**config.mk**
```make
export PLATFORM = sky130hd
export DESIGN_NAME = sum_display_driver
export DESIGN_NICKNAME = d
export VERILOG_FILES = /design/src/rtl/sum_display_driver.sv
export SDC_FILE = /design/constraint.sdc
export NUM_CORES = 1
export LEC_CHECK = 0
export BUFFER_PORTS_ARGS = -buffer_cell sky130_fd_sc_hd__clkbuf_2
export CORE_ASPECT_RATIO = 1.25
export CORE_MARGIN = 4
export CORE_UTILIZATION = 40
export CTS_CLUSTER_SIZE = 30
export DETAILED_ROUTE_END_ITERATION = 8
export GPL_TIMING_DRIVEN = 0
export PLACE_DENSITY_LB_ADDON = 0.08
export SYNTH_ARGS = -nofsm -noshare
export SYNTH_HDL_FRONTEND = slang
export SYNTH_SLANG_ARGS = --single-unit
```
**constraint.sdc**
```tcl
create_clock -name clk -period 1.95 [get_ports clk]
set_clock_uncertainty 0.1 [all_clocks]
set_input_delay 0.195 -clock clk [delete_from_list [all_inputs] [get_ports clk]]
set_output_delay 0.195 -clock clk [all_outputs]
set_load 0.005 [all_outputs]
```
**src/rtl/sum_display_driver.sv**
```systemverilog
// Binary-to-BCD (iterative double dabble) and two-digit
// multiplexed 7-segment driver for the nibble-adder sum.
module sum_display_driver #(
    parameter int SUM_W       = 5,
    parameter int REFRESH_DIV = 1024
) (
    input  logic             clk,
    input  logic             rst_n,
    input  logic [SUM_W-1:0] sum_in,
    input  logic             sum_valid,
    output logic             busy,
    output logic [6:0]       seg,
    output logic [1:0]       dig_en
);

    localparam int SCR_W = SUM_W + 8;
    localparam int BC_W  = 3;
    localparam int CNT_W = (REFRESH_DIV > 2) ? $clog2(REFRESH_DIV) : 1;
    localparam int ONE_L = SUM_W;
    localparam int TEN_L = SUM_W + 4;

    typedef enum logic [1:0] {
        IDLE,
        SHIFT,
        LATCH
    } state_t;

    state_t           r_state;
    state_t           w_next;
    logic [SCR_W-1:0] r_scr;
    logic [SCR_W-1:0] w_scr_next;
    logic [SCR_W-1:0] w_adj;
    logic [BC_W-1:0]  r_bitcnt;
    logic [BC_W-1:0]  w_bitcnt_next;
    logic             w_latch;
    logic             r_busy;
    logic [3:0]       r_tens;
    logic [3:0]       r_ones;
    logic [CNT_W-1:0] r_cnt;
    logic [1:0]       r_dig_en;
    logic [3:0]       w_digit;
    logic [6:0]       w_seg;

    // Add-3 correction on each BCD nibble ahead of the shift
    always_comb begin
        w_adj = r_scr;
        if (r_scr[ONE_L +: 4] >= 4'd5)
            w_adj[ONE_L +: 4] = r_scr[ONE_L +: 4] + 4'd3;
        if (r_scr[TEN_L +: 4] >= 4'd5)
            w_adj[TEN_L +: 4] = r_scr[TEN_L +: 4] + 4'd3;
    end

    // Conversion FSM next-state and datapath control
    always_comb begin
        w_next        = r_state;
        w_scr_next    = r_scr;
        w_bitcnt_next = r_bitcnt;
        w_latch       = 1'b0;
        unique case (r_state)
            IDLE: begin
                if (sum_valid) begin
                    w_scr_next    = {8'd0, sum_in};
                    w_bitcnt_next = '0;
                    w_next        = SHIFT;
                end
            end
            SHIFT: begin
                w_scr_next    = w_adj << 1;
                w_bitcnt_next = r_bitcnt + 3'd1;
                if (r_bitcnt == BC_W'(SUM_W - 1))
                    w_next = LATCH;
            end
            LATCH: begin
                w_latch = 1'b1;
                w_next  = IDLE;
            end
            default: w_next = IDLE;
        endcase
    end

    // FSM state, scratch register and held display digits
    always_ff @(posedge clk or negedge rst_n) begin
        if (!rst_n) begin
            r_state  <= IDLE;
            r_scr    <= '0;
            r_bitcnt <= '0;
            r_busy   <= 1'b0;
            r_tens   <= 4'd0;
            r_ones   <= 4'd0;
        end else begin
            r_state  <= w_next;
            r_scr    <= w_scr_next;
            r_bitcnt <= w_bitcnt_next;
            r_busy   <= (w_next != IDLE);
            if (w_latch) begin
                r_tens <= r_scr[TEN_L +: 4];
                r_ones <= r_scr[ONE_L +: 4];
            end
        end
    end

    // Free-running refresh counter; digit select flips on wrap
    always_ff @(posedge clk or negedge rst_n) begin
        if (!rst_n) begin
            r_cnt    <= '0;
            r_dig_en <= 2'b01;
        end else if (r_cnt == CNT_W'(REFRESH_DIV - 1)) begin
            r_cnt    <= '0;
            r_dig_en <= ~r_dig_en;
        end else begin
            r_cnt <= r_cnt + 1'b1;
        end
    end

    // Segment decode with tens leading-zero blanking
    always_comb begin
        w_digit = r_dig_en[1] ? r_tens : r_ones;
        unique case (w_digit)
            4'd0:    w_seg = 7'h3F;
            4'd1:    w_seg = 7'h06;
            4'd2:    w_seg = 7'h5B;
            4'd3:    w_seg = 7'h4F;
            4'd4:    w_seg = 7'h66;
            4'd5:    w_seg = 7'h6D;
            4'd6:    w_seg = 7'h7D;
            4'd7:    w_seg = 7'h07;
            4'd8:    w_seg = 7'h7F;
            4'd9:    w_seg = 7'h6F;
            default: w_seg = 7'h00;
        endcase
        if (r_dig_en[1] && (r_tens == 4'd0))
            w_seg = 7'h00;
    end

    assign busy   = r_busy;
    assign seg    = w_seg;
    assign dig_en = r_dig_en;

endmodule

```
==> impl_metrics.yaml <==
outcome:
  run_status: "finished with violations"
  violations: "negative setup slack"
power:
  power.leakage_nw: 1.164
  p_int_w: 0.002013
  p_sw_w: 0.001219
  power_density_nw_per_um2: 1319
  seq_power_share_pct: 38.9
  pwr-share-clk_pct: 18.1
  peakVddDrop_mv: 0.7674
  netSwitchingFraction_pct: 37.70
  power_frac_comb_pct: 42.9
routing:
  drc: 0
  dr.first_iter.drc_count: 26
  dr_total_vias: 1578
  wl_um: 4125
  vias_per_cell: 5.441
  wl_per_cell_um: 14.22
  ant_nets: 0
  dr.pass1.iters: 4
layout:
  area.growth.synth_to_final_pct: 18.08
  drive_above_1_share_pct: 27.63
  fin_nets: 246
  final_cell_mix: "dfrtp_1, nand2_1, clkbuf_2"
  multi_input_area_um2: 1018
  design_area_um2: 2451
  final-seq-area_um2: 977.2
  fillers: 467
  layout_commonest_cell: "dfrtp_1"
  finalNonFillerCells: 290
  diodes: 0
setup_path:
  critical_path_class: "reg2out"
  cp-startpoint: "dig_en[1]"
  crit_path_start_kind: "flip-flop"
  critPathMaxStageDelay_ps: 360
  cp_slowest_cell: "dfrtp_1"
  cp_max_fo: 6
  rr_endpoint: "r_scr[7]"
  crit_required_ps: 1650
  worstReg2RegStart: "r_scr[5]"
  cp-end-kind: "output pin"
  setup.worst_path.end: "seg[1]"
  r2r_slack_ps: 320
  worstPathArrival_ps: 1830
  reg2reg_depth: 5
  path_cells: "buf_6 -> mux2i_4 -> ha_1 -> inv_2 -> o21ai_2 -> a21oi_1 -> clkbuf_2"
placement:
  post-place-cells: 272
  gp_congestion: 0.8663
  io_buffer_count: 17
  hpwl_um: 3015
  pre_cts_ws_ps: -20.61
  post_dp_cell_area_um2: 2238
sta:
  worstMarginPinSlew_ps: 958.7
  max_freq_ghz: 0.4715
  period_needed_ps: 2121
  whs_ps: 94.66
  fin_ws_ps: -170.7
  period_share_pct: 108.8
  setup_viol: 7
  relSlewSlack_pct: 36.09
  final_max_slew_viol_count: 0
  rsz0062_at_grt: "yes"
  hold_viol_final: 0
  finalSetupTns_ps: -965.8
yosys:
  synth_ff_type: "dfrtp_1"
  yosys-top-cells-area: "dfrtp_1, ha_1, mux2_2"
  synth_fp_nets: 212
  synth_edf_count: 0
  synth_cell_types: 38
  yosysSeqAreaShare_pct: 47.08
  ys.warnings.count: 0
  async_flop_share_pct: 100.0
  synth_cells: 193
  synth.avg_cell_area_um2: 10.76
  yosysTopAreaCellShare_pct: 45.81
  synth_area_um2: 2076
  ys_ff_latch: 39
  synth_top_area_cell: "dfrtp_1"
cts:
  numCtsBuffers: 5
  path_clk_slew_ps: 70
  clkLatencyLatePin_ps: 290
  cts.htree.levels: 2
  cts_tree: "yes"
  cts.sinks: 39
  cts-root-buf: "clkbuf_8"
  clockBufferDepth: 2
global_routing:
  grt_overflow: 0
  grt_util_met3_pct: 3.182
  grt.busiest_layer: "met2"
  met1_usage_pct: 16.32
  grt.total_usage_pct: 14.81
  grt_max_degree: 40
  grt_pass1_wl_um: 7403
  grt_pass1_vias: 1686
  met2_usage_pct: 25.93
  antenna_found_initial: 0
floorplan:
  die_w_um: 72.43
  die_h_um: 88.54
  die_area_um2: 6413
  core_um2: 5044
  io_pins: 18
  initial_core_util_pct: 41.16
  num_rows: 29
hold_path:
  hp-class: "in2reg"
run:
  max_cap_violations: 0
## Yosys cell counts (all sizes together), types with 2 or more instances
cell	count
and4	3
nand3	4
o2111ai	4
inv	18
nand2	17
o21ai	16
dfrtp	38
o221ai	2
ha	11
nand2b	2
a21oi	6
buf	6
o22ai	5
nor2b	5
and3	2
or3	2
xnor2	5
mux2i	11
nor2	3
nand4	3
o311ai	2
o21a	2
xor2	4
a31oi	3
mux2	9
## power by group through the flow
stage	Sequential (W)	Combinational [W]	Clock [W]
floorplan	0.00120	0.000931	0
global placement	0.00126	0.00120	0
detailed placement	0.00126	0.00129	0
CTS	0.00126	0.00139	0.000610
global route	0.00130	0.00158	0.000647
finish	0.00126	0.00139	0.000587
## area by class of cell
type	instances	share of cell area, %
buffer	6	1.787
clock buffer	8	4.084
inverter	18	2.757
multi-input combinational	130	41.55
sequential	39	39.87
tap	62	3.165
timing repair buffer	27	6.789
## state kept, by name, indices dropped and copies added (netlist names)
signal    flops
r_state       2
r_tens        4
dig_en        2
r_cnt        10
r_scr        13
r_ones        4
busy          1
r_bitcnt      3
## worst min-delay path by stage
stage	slack, ps	cells after the start	end	start
floorplan	-200	0	busy	rst_n
global placement	290	1	r_scr[2]	rst_n
detailed placement	300	1	r_cnt[1]	rst_n
CTS	80	3	r_scr[4]	sum_in[4]
global route	100	3	r_scr[4]	sum_in[4]
finish	90	3	r_scr[4]	sum_in[4]
## logic make-up (layout without fill, tap and decap cells)
group / count (synthesis) / after routing / share of synthesized area (%)
adders and majority gates: 11 / 11 / 6.630
buffers and inverters: 24 / 59 / 5.364
xor gates and xnor gates: 9 / 9 / 3.797
and+or+nand+nor: 44 / 44 / 11.09
DFF: 39 / 39 / 47.08
muxes: 20 / 20 / 11.39
AOI/OAI and AO/OA: 46 / 46 / 14.65
## stage by stage
| stage | total power (W) | utilization (%) |
|---|---|---|
| 3_3_place_gp | 0.002458 | 44.38 |
| 3_5_place_dp | 0.002550 | 44.38 |
| 5_1_grt | 0.003525 | 48.60 |
| 6_report | 0.003232 | 48.60 |
| 4_1_cts | 0.003262 | 48.45 |
| 2_1_floorplan | 0.002135 | - |
## routing by layer
metal,share of wire [%],routed length [um]
met1,41,1703
met2,50,2057
met3,4.1,169
met4,4.7,194
met5,0,0
## critical path, delay by kind of cell, from the launching register on
kind                     cells  cell delay (ps)
buffers and inverters        3              360
adder cells (fa/ha/maj)      1              300
flip-flops                   1              360
AO/OA/AOI/OAI                2              180
multiplexers                 1              350
## timing repair
action	in CTS	in global routing
gates resized for setup	15	1
setup buffers	8	1
pin swaps	5	1
hold buffers	1	0
setup endpoints to repair	7	7
endpoints found under the hold margin	38	0
(Power assumes the default switching activity.)
